[config.mk]
export PLATFORM = sky130hd
export DESIGN_NAME = msrv32_decode_stage
export DESIGN_NICKNAME = d
export VERILOG_FILES = /design/src/rtl/msrv32_decode_stage.sv
export SDC_FILE = /design/constraint.sdc
export NUM_CORES = 1
export LEC_CHECK = 0
export BUFFER_PORTS_ARGS = -buffer_cell sky130_fd_sc_hd__buf_2
export CORE_MARGIN = 3
export CORE_UTILIZATION = 55
export DETAILED_ROUTE_END_ITERATION = 7
export PLACE_DENSITY = 0.82
export SYNTH_ARGS = -nofsm -noshare
export SYNTH_HDL_FRONTEND = slang
export SYNTH_SLANG_ARGS = --single-unit
export TNS_END_PERCENT = 1
[constraint.sdc]
create_clock -name ms_riscv32_mp_clk_in -period 2.95 [get_ports ms_riscv32_mp_clk_in]
set_input_delay 0.295 -clock ms_riscv32_mp_clk_in [delete_from_list [all_inputs] [get_ports ms_riscv32_mp_clk_in]]
set_output_delay 0.295 -clock ms_riscv32_mp_clk_in [all_outputs]
set_load 0.02 [all_outputs]
[src/rtl/msrv32_decode_stage.sv]
// RV32I decode stage: combinational decoder feeding a registered output slot
// backed by a one-entry skid register, with trap flush and illegal-instruction counter.
module msrv32_decode_stage #(
    parameter int unsigned ILLEGAL_CNT_W  = 8,
    parameter bit          ENABLE_CSR     = 1'b1,
    parameter bit          CHECK_MISALIGN = 1'b1
) (
    input  logic                     ms_riscv32_mp_clk_in,
    input  logic                     ms_riscv32_mp_rst_in,
    input  logic [31:0]              instr_in,
    input  logic [1:0]               iadder_out_1_to_0_in,
    input  logic                     instr_valid_in,
    output logic                     instr_ready_out,
    input  logic                     trap_taken_in,
    output logic                     dec_valid_out,
    input  logic                     dec_ready_in,
    output logic [2:0]               wb_mux_sel_out,
    output logic [2:0]               imm_type_out,
    output logic [2:0]               csr_op_out,
    output logic [3:0]               alu_opcode_out,
    output logic [1:0]               load_size_out,
    output logic                     load_unsigned_out,
    output logic                     alu_src_out,
    output logic                     iadder_src_out,
    output logic                     mem_wr_req_out,
    output logic                     csr_wr_en_out,
    output logic                     rf_wr_en_out,
    output logic                     illegal_instr_out,
    output logic                     misaligned_load_out,
    output logic                     misaligned_store_out,
    output logic [ILLEGAL_CNT_W-1:0] illegal_count_out
);

    localparam logic [4:0] OPC_LOAD     = 5'b00000;
    localparam logic [4:0] OPC_MISC_MEM = 5'b00011;
    localparam logic [4:0] OPC_OP_IMM   = 5'b00100;
    localparam logic [4:0] OPC_AUIPC    = 5'b00101;
    localparam logic [4:0] OPC_STORE    = 5'b01000;
    localparam logic [4:0] OPC_OP       = 5'b01100;
    localparam logic [4:0] OPC_LUI      = 5'b01101;
    localparam logic [4:0] OPC_BRANCH   = 5'b11000;
    localparam logic [4:0] OPC_JALR     = 5'b11001;
    localparam logic [4:0] OPC_JAL      = 5'b11011;
    localparam logic [4:0] OPC_SYSTEM   = 5'b11100;

    typedef struct packed {
        logic [2:0] wb_mux_sel;
        logic [2:0] imm_type;
        logic [2:0] csr_op;
        logic [3:0] alu_opcode;
        logic [1:0] load_size;
        logic       load_unsigned;
        logic       alu_src;
        logic       iadder_src;
        logic       mem_wr_req;
        logic       csr_wr_en;
        logic       rf_wr_en;
        logic       illegal;
        logic       mis_ld;
        logic       mis_st;
    } dec_t;

    logic [4:0] opc;
    logic [2:0] f3;
    logic [6:0] f7;
    logic       unused_bits;

    assign opc         = instr_in[6:2];
    assign f3          = instr_in[14:12];
    assign f7          = instr_in[31:25];
    assign unused_bits = ^{instr_in[24:15], instr_in[11:7]};

    // Size encoding follows funct3[1:0]: 00 byte, 01 half, 10 word.
    function automatic logic misal(input logic [1:0] sz, input logic [1:0] a);
        return ((sz == 2'b10) && (a != 2'b00)) || ((sz == 2'b01) && a[0]);
    endfunction

    dec_t dec;
    logic ill, mld, mst;

    always_comb begin
        dec = '0;
        ill = 1'b0;
        mld = 1'b0;
        mst = 1'b0;
        if (instr_in[1:0] != 2'b11) begin
            ill = 1'b1;
        end else begin
            case (opc)
                OPC_OP: begin
                    dec.alu_src    = 1'b1;
                    dec.rf_wr_en   = 1'b1;
                    dec.alu_opcode = {f7[5], f3};
                    if (!((f7 == 7'b0000000) ||
                          ((f7 == 7'b0100000) && ((f3 == 3'b000) || (f3 == 3'b101)))))
                        ill = 1'b1;
                end
                OPC_OP_IMM: begin
                    dec.imm_type   = 3'b001;
                    dec.rf_wr_en   = 1'b1;
                    dec.alu_opcode = {f7[5] & (f3 == 3'b101), f3};
                    if ((f3 == 3'b001) && (f7 != 7'b0000000))
                        ill = 1'b1;
                    if ((f3 == 3'b101) && (f7 != 7'b0000000) && (f7 != 7'b0100000))
                        ill = 1'b1;
                end
                OPC_LOAD: begin
                    dec.wb_mux_sel    = 3'b001;
                    dec.imm_type      = 3'b001;
                    dec.iadder_src    = 1'b1;
                    dec.rf_wr_en      = 1'b1;
                    dec.load_size     = f3[1:0];
                    dec.load_unsigned = f3[2];
                    if ((f3 == 3'b011) || (f3 == 3'b110) || (f3 == 3'b111))
                        ill = 1'b1;
                    mld = misal(f3[1:0], iadder_out_1_to_0_in);
                end
                OPC_STORE: begin
                    dec.imm_type   = 3'b010;
                    dec.iadder_src = 1'b1;
                    dec.mem_wr_req = 1'b1;
                    if (f3 > 3'b010)
                        ill = 1'b1;
                    mst = misal(f3[1:0], iadder_out_1_to_0_in);
                end
                OPC_BRANCH: begin
                    dec.imm_type = 3'b011;
                    if ((f3 == 3'b010) || (f3 == 3'b011))
                        ill = 1'b1;
                end
                OPC_JALR: begin
                    dec.wb_mux_sel = 3'b011;
                    dec.imm_type   = 3'b001;
                    dec.iadder_src = 1'b1;
                    dec.rf_wr_en   = 1'b1;
                    if (f3 != 3'b000)
                        ill = 1'b1;
                end
                OPC_JAL: begin
                    dec.wb_mux_sel = 3'b011;
                    dec.imm_type   = 3'b101;
                    dec.rf_wr_en   = 1'b1;
                end
                OPC_LUI: begin
                    dec.wb_mux_sel = 3'b010;
                    dec.imm_type   = 3'b100;
                    dec.rf_wr_en   = 1'b1;
                end
                OPC_AUIPC: begin
                    dec.wb_mux_sel = 3'b101;
                    dec.imm_type   = 3'b100;
                    dec.rf_wr_en   = 1'b1;
                end
                OPC_MISC_MEM: begin
                end
                OPC_SYSTEM: begin
                    // funct3 000 (ECALL/EBREAK/MRET) is legal but writes nothing.
                    if (f3 == 3'b100) begin
                        ill = 1'b1;
                    end else if (f3 != 3'b000) begin
                        if (!ENABLE_CSR) begin
                            ill = 1'b1;
                        end else begin
                            dec.wb_mux_sel = 3'b100;
                            dec.imm_type   = 3'b110;
                            dec.csr_op     = f3;
                            dec.rf_wr_en   = 1'b1;
                            dec.csr_wr_en  = 1'b1;
                        end
                    end
                end
                default: ill = 1'b1;
            endcase
        end
        if (!CHECK_MISALIGN) begin
            mld = 1'b0;
            mst = 1'b0;
        end
        dec.illegal = ill;
        dec.mis_ld  = mld;
        dec.mis_st  = mst;
        if (ill || mld || mst) begin
            dec.rf_wr_en   = 1'b0;
            dec.mem_wr_req = 1'b0;
            dec.csr_wr_en  = 1'b0;
        end
    end

    dec_t                     or_q, or_d, sk_q, sk_d;
    logic                     or_v_q, or_v_d, sk_v_q, sk_v_d, rdy_q, rdy_d;
    logic [ILLEGAL_CNT_W-1:0] cnt_q, cnt_d;
    logic                     accept, or_load, deliver;

    assign accept  = instr_valid_in & rdy_q;
    assign or_load = ~or_v_q | dec_ready_in;
    assign deliver = or_v_q & dec_ready_in & ~trap_taken_in;

    // SK only fills while OR is stalled, so ready is simply "SK empty".
    always_comb begin
        or_d   = or_q;
        sk_d   = sk_q;
        or_v_d = or_v_q;
        sk_v_d = sk_v_q;
        if (trap_taken_in) begin
            or_v_d = 1'b0;
            sk_v_d = 1'b0;
        end else if (or_load) begin
            if (sk_v_q) begin
                or_d   = sk_q;
                or_v_d = 1'b1;
                sk_v_d = 1'b0;
            end else begin
                or_v_d = accept;
                if (accept)
                    or_d = dec;
            end
        end else if (accept) begin
            sk_d   = dec;
            sk_v_d = 1'b1;
        end
        rdy_d = ~sk_v_d;
        cnt_d = cnt_q;
        if (deliver && or_q.illegal && (cnt_q != '1))
            cnt_d = cnt_q + ILLEGAL_CNT_W'(1);
    end

    always_ff @(posedge ms_riscv32_mp_clk_in) begin
        if (ms_riscv32_mp_rst_in) begin
            or_q   <= '0;
            sk_q   <= '0;
            or_v_q <= 1'b0;
            sk_v_q <= 1'b0;
            rdy_q  <= 1'b1;
            cnt_q  <= '0;
        end else begin
            or_q   <= or_d;
            sk_q   <= sk_d;
            or_v_q <= or_v_d;
            sk_v_q <= sk_v_d;
            rdy_q  <= rdy_d;
            cnt_q  <= cnt_d;
        end
    end

    assign instr_ready_out      = rdy_q;
    assign dec_valid_out        = or_v_q;
    assign wb_mux_sel_out       = or_q.wb_mux_sel;
    assign imm_type_out         = or_q.imm_type;
    assign csr_op_out           = or_q.csr_op;
    assign alu_opcode_out       = or_q.alu_opcode;
    assign load_size_out        = or_q.load_size;
    assign load_unsigned_out    = or_q.load_unsigned;
    assign alu_src_out          = or_q.alu_src;
    assign iadder_src_out       = or_q.iadder_src;
    assign mem_wr_req_out       = or_q.mem_wr_req;
    assign csr_wr_en_out        = or_q.csr_wr_en;
    assign rf_wr_en_out         = or_q.rf_wr_en;
    assign illegal_instr_out    = or_q.illegal;
    assign misaligned_load_out  = or_q.mis_ld;
    assign misaligned_store_out = or_q.mis_st;
    assign illegal_count_out    = cnt_q;

endmodule

==> flow_summary.json <==
{
  "status": "finished, final reports clean",
  "die_area_um2": 6382,
  "worstPathCellList": "nand2b_1, or3_1, nor4_1, a21oi_1, nor2_1",
  "use_met2_pct": 38.58,
  "postRouteWirelength_mm": 7.017,
  "antenna_found_initial": 0,
  "syn-cell-area_um2": 3003,
  "cts_resized": 0,
  "core_um2": 5205,
  "grt_pass1_wl_mm": 11.96,
  "setup_tns_ns": 0,
  "rsz0062_at_grt": "false",
  "area_delta_synth_final_pct": 15.17,
  "crit_type": "reg2reg",
  "yosys_warnings": 0,
  "async_flop_share_pct": 0,
  "yosys.area.top_type": "dfxtp_1",
  "drtIter0Drc": 164,
  "power_density_nw_per_um2": 509.4,
  "drt.antenna.violating_nets": 0,
  "slew_violations": 0,
  "ys.flop_type": "dfxtp_1",
  "start_util_pct": 57.69,
  "cts.sinks": 59,
  "dr.pass1.iters": 5,
  "dpl.hpwl_mm": 4.557,
  "fmax_ghz": 0.5314,
  "crit_slowest_cell": "or3_1",
  "finalWorstSetupSlack_ns": 1.068,
  "synth_edf_count": 0,
  "htreeDepth": 3,
  "fill_cells": 465,
  "hold_class": "in2reg",
  "drv_cap": 0,
  "grt_max_degree": 60,
  "synth_top_cells_by_count": "60 x nand2_1, 59 x dfxtp_1, 48 x nor2_1, 34 x a21oi_1, 29 x o21ai_0",
  "startpoint_type": "flop",
  "cts_buffer_depth": 2,
  "dr_total_vias": 2916,
  "worstSkewPairLatency_ns": 0.34,
  "timing.final.crit_share_pct": 63.79,
  "ys_ff_latch": 59,
  "wl_per_cell_um": 13.84,
  "die_h_um": 79.89,
  "hold_violations": 0,
  "drive_above_1_share_pct": 19.45,
  "postCtsHoldBufs": 0,
  "vias_per_cell": 5.751,
  "slew_headroom_pct": 29.36,
  "yosysMostFrequentCell": "nand2_1",
  "cts_buffers": 9,
  "synth.net_count": 436,
  "finClkSkew_ns": 0.005802,
  "grt-ovfl-total": 0,
  "cts_tree": "done",
  "critPathMaxStageDelay_ns": 0.73,
  "netlist.area_leader.share_pct": 39.33,
  "syn_inst": 396,
  "irDropWorstVdd_mv": 0.3795,
  "dp_slack_ns": 0.7505,
  "yosys-top-cells-area": "dfxtp_1 39%, nand2_1 7.5%, nor2_1 6.0%, a21oi_1 5.7%, o21ai_0 4.8%",
  "io_pins": 73,
  "rows": 26,
  "grt_busiest_layer": "met2",
  "setup_viol": 0,
  "portBuffers": 57,
  "p_leak_nw": 1.285,
  "clk_pin_slew_ns": 0.06,
  "postCtsSetupRepairBufs": 0,
  "p_total_w": 0.001762,
  "grt.met1_usage_pct": 28.95,
  "fin_nets": 474,
  "ys_types": 52,
  "crit_path_end_kind": "flop",
  "worst_pin_slew_ns": 1.060,
  "diodes": 0,
  "grt_pass1_vias": 2654,
  "min_period_ns": 1.882,
  "gp_congestion": 0.8737,
  "clockRootBuffer": "clkbuf_8",
  "seq_area_frac_synth_pct": 39.33,
  "required_ns": 3.21,
  "crit_fanout": 30,
  "avgSynthCellArea_um2": 7.583,
  "die_x_um": 79.89,
  "grt_use_total_pct": 23.65,
  "drc": 0,
  "grt_use_met3_pct": 7.111,
  "arrival_ns": 2.15
}
[kinds of logic after synthesis]
logic type               after synthesis  synth area share (%)
AND/OR/NAND/NOR                      181                 29.58
multiplexers                           3                 1.000
flip-flops                            59                 39.33
XOR/XNOR                               7                 2.042
AO/OA/AOI/OAI                        106                 22.04
adder cells (fa/ha/maj)                1                0.4166
buffers and inverters                 39                 5.584
[stage by stage]
step                      instances  utilization (%)  cell area, um^2  hold WS [ns]
after floorplan                 396                -             3003        0.3735
after global routing            507            66.44             3458        0.1957
after detailed placement        493            62.60             3258        0.4461
final                           507            66.44             3458        0.2019
after CTS                       507            66.44             3458        0.1914
after global placement          493            62.60             3258        0.4343
[cell usage in the layout (no fill, tap or decap), types with 4 or more instances in the layout]
cell and n:
inv_1 5, dfxtp_1 59, nand2b_1 5, buf_2 57, a211oi_1 8, o21ai_0 29, nor4_1 5, o211ai_1 12
nand2_1 60, nor2b_1 4, xor2_1 5, clkbuf_8 12, nand3_1 19, nor2_1 48, or3_1 5, a21oi_1 34
nor3_1 12
[layer usage]
layer | part of all wire, % | wire [um]
met1 | 44 | 3057
met2 | 49 | 3410
met3 | 6.0 | 422
met4 | 1.8 | 126
met5 | 0 | 0
[state kept, by name (all words and copies together) (netlist names)]
register              count
rf_wr_en_out              1
sk_v_q                    1
dec_valid_out             1
alu_src_out               1
misaligned_store_out      1
illegal_count_out         8
load_size_out             2
wb_mux_sel_out            3
load_unsigned_out         1
alu_opcode_out            4
sk_q                     24
misaligned_load_out       1
illegal_instr_out         1
mem_wr_req_out            1
iadder_src_out            1
csr_op_out                3
csr_wr_en_out             1
instr_ready_out           1
imm_type_out              3
[final timing paths]
kind | start | end | slack (ns) | cells after the start
setup reg to reg | dec_valid_out$_SDFFE_PP0N_ | sk_q[23]$_SDFFE_PP0P_ | 1.07 | 5
setup / recovery | dec_valid_out$_SDFFE_PP0N_ | sk_q[23]$_SDFFE_PP0P_ | 1.07 | 5
hold / removal | trap_taken_in | dec_valid_out$_SDFFE_PP0N_ | 0.20 | 2
hold reg to reg | sk_q[5]$_SDFFE_PP0P_ | sk_q[5]$_SDFFE_PP0P_ | 0.45 | 2
[critical path, delay by kind of cell (launching register included)]
kind	cells	cell delay, ns
AOI/OAI and AO/OA	1	0.07
DFF	1	0.37
and+or+nand+nor	4	1.35
[layout make-up]
| class | count | area [um^2] | share of cell area [%] |
|---|---|---|---|
| Multi-Input combinational cell | 298 | 1659 | 47.97 |
| Clock buffer | 12 | 165.2 | 4.776 |
| Clock inverter | 2 | 35.03 | 1.013 |
| Timing Repair Buffer | 60 | 307.8 | 8.900 |
| Tap cell | 70 | 87.58 | 2.533 |
| Sequential cell | 59 | 1181 | 34.15 |
| Inverter | 6 | 22.52 | 0.6512 |
[power by group]
part	switching [W]	internal [W]	total, W
combinational	0.000133	0.0000639	0.000197
sequential	0.00000906	0.000816	0.000825
clock	0.000292	0.000448	0.000739
total	0.000434	0.00133	0.00176
Note: power is estimated with default switching activity, not from simulation.
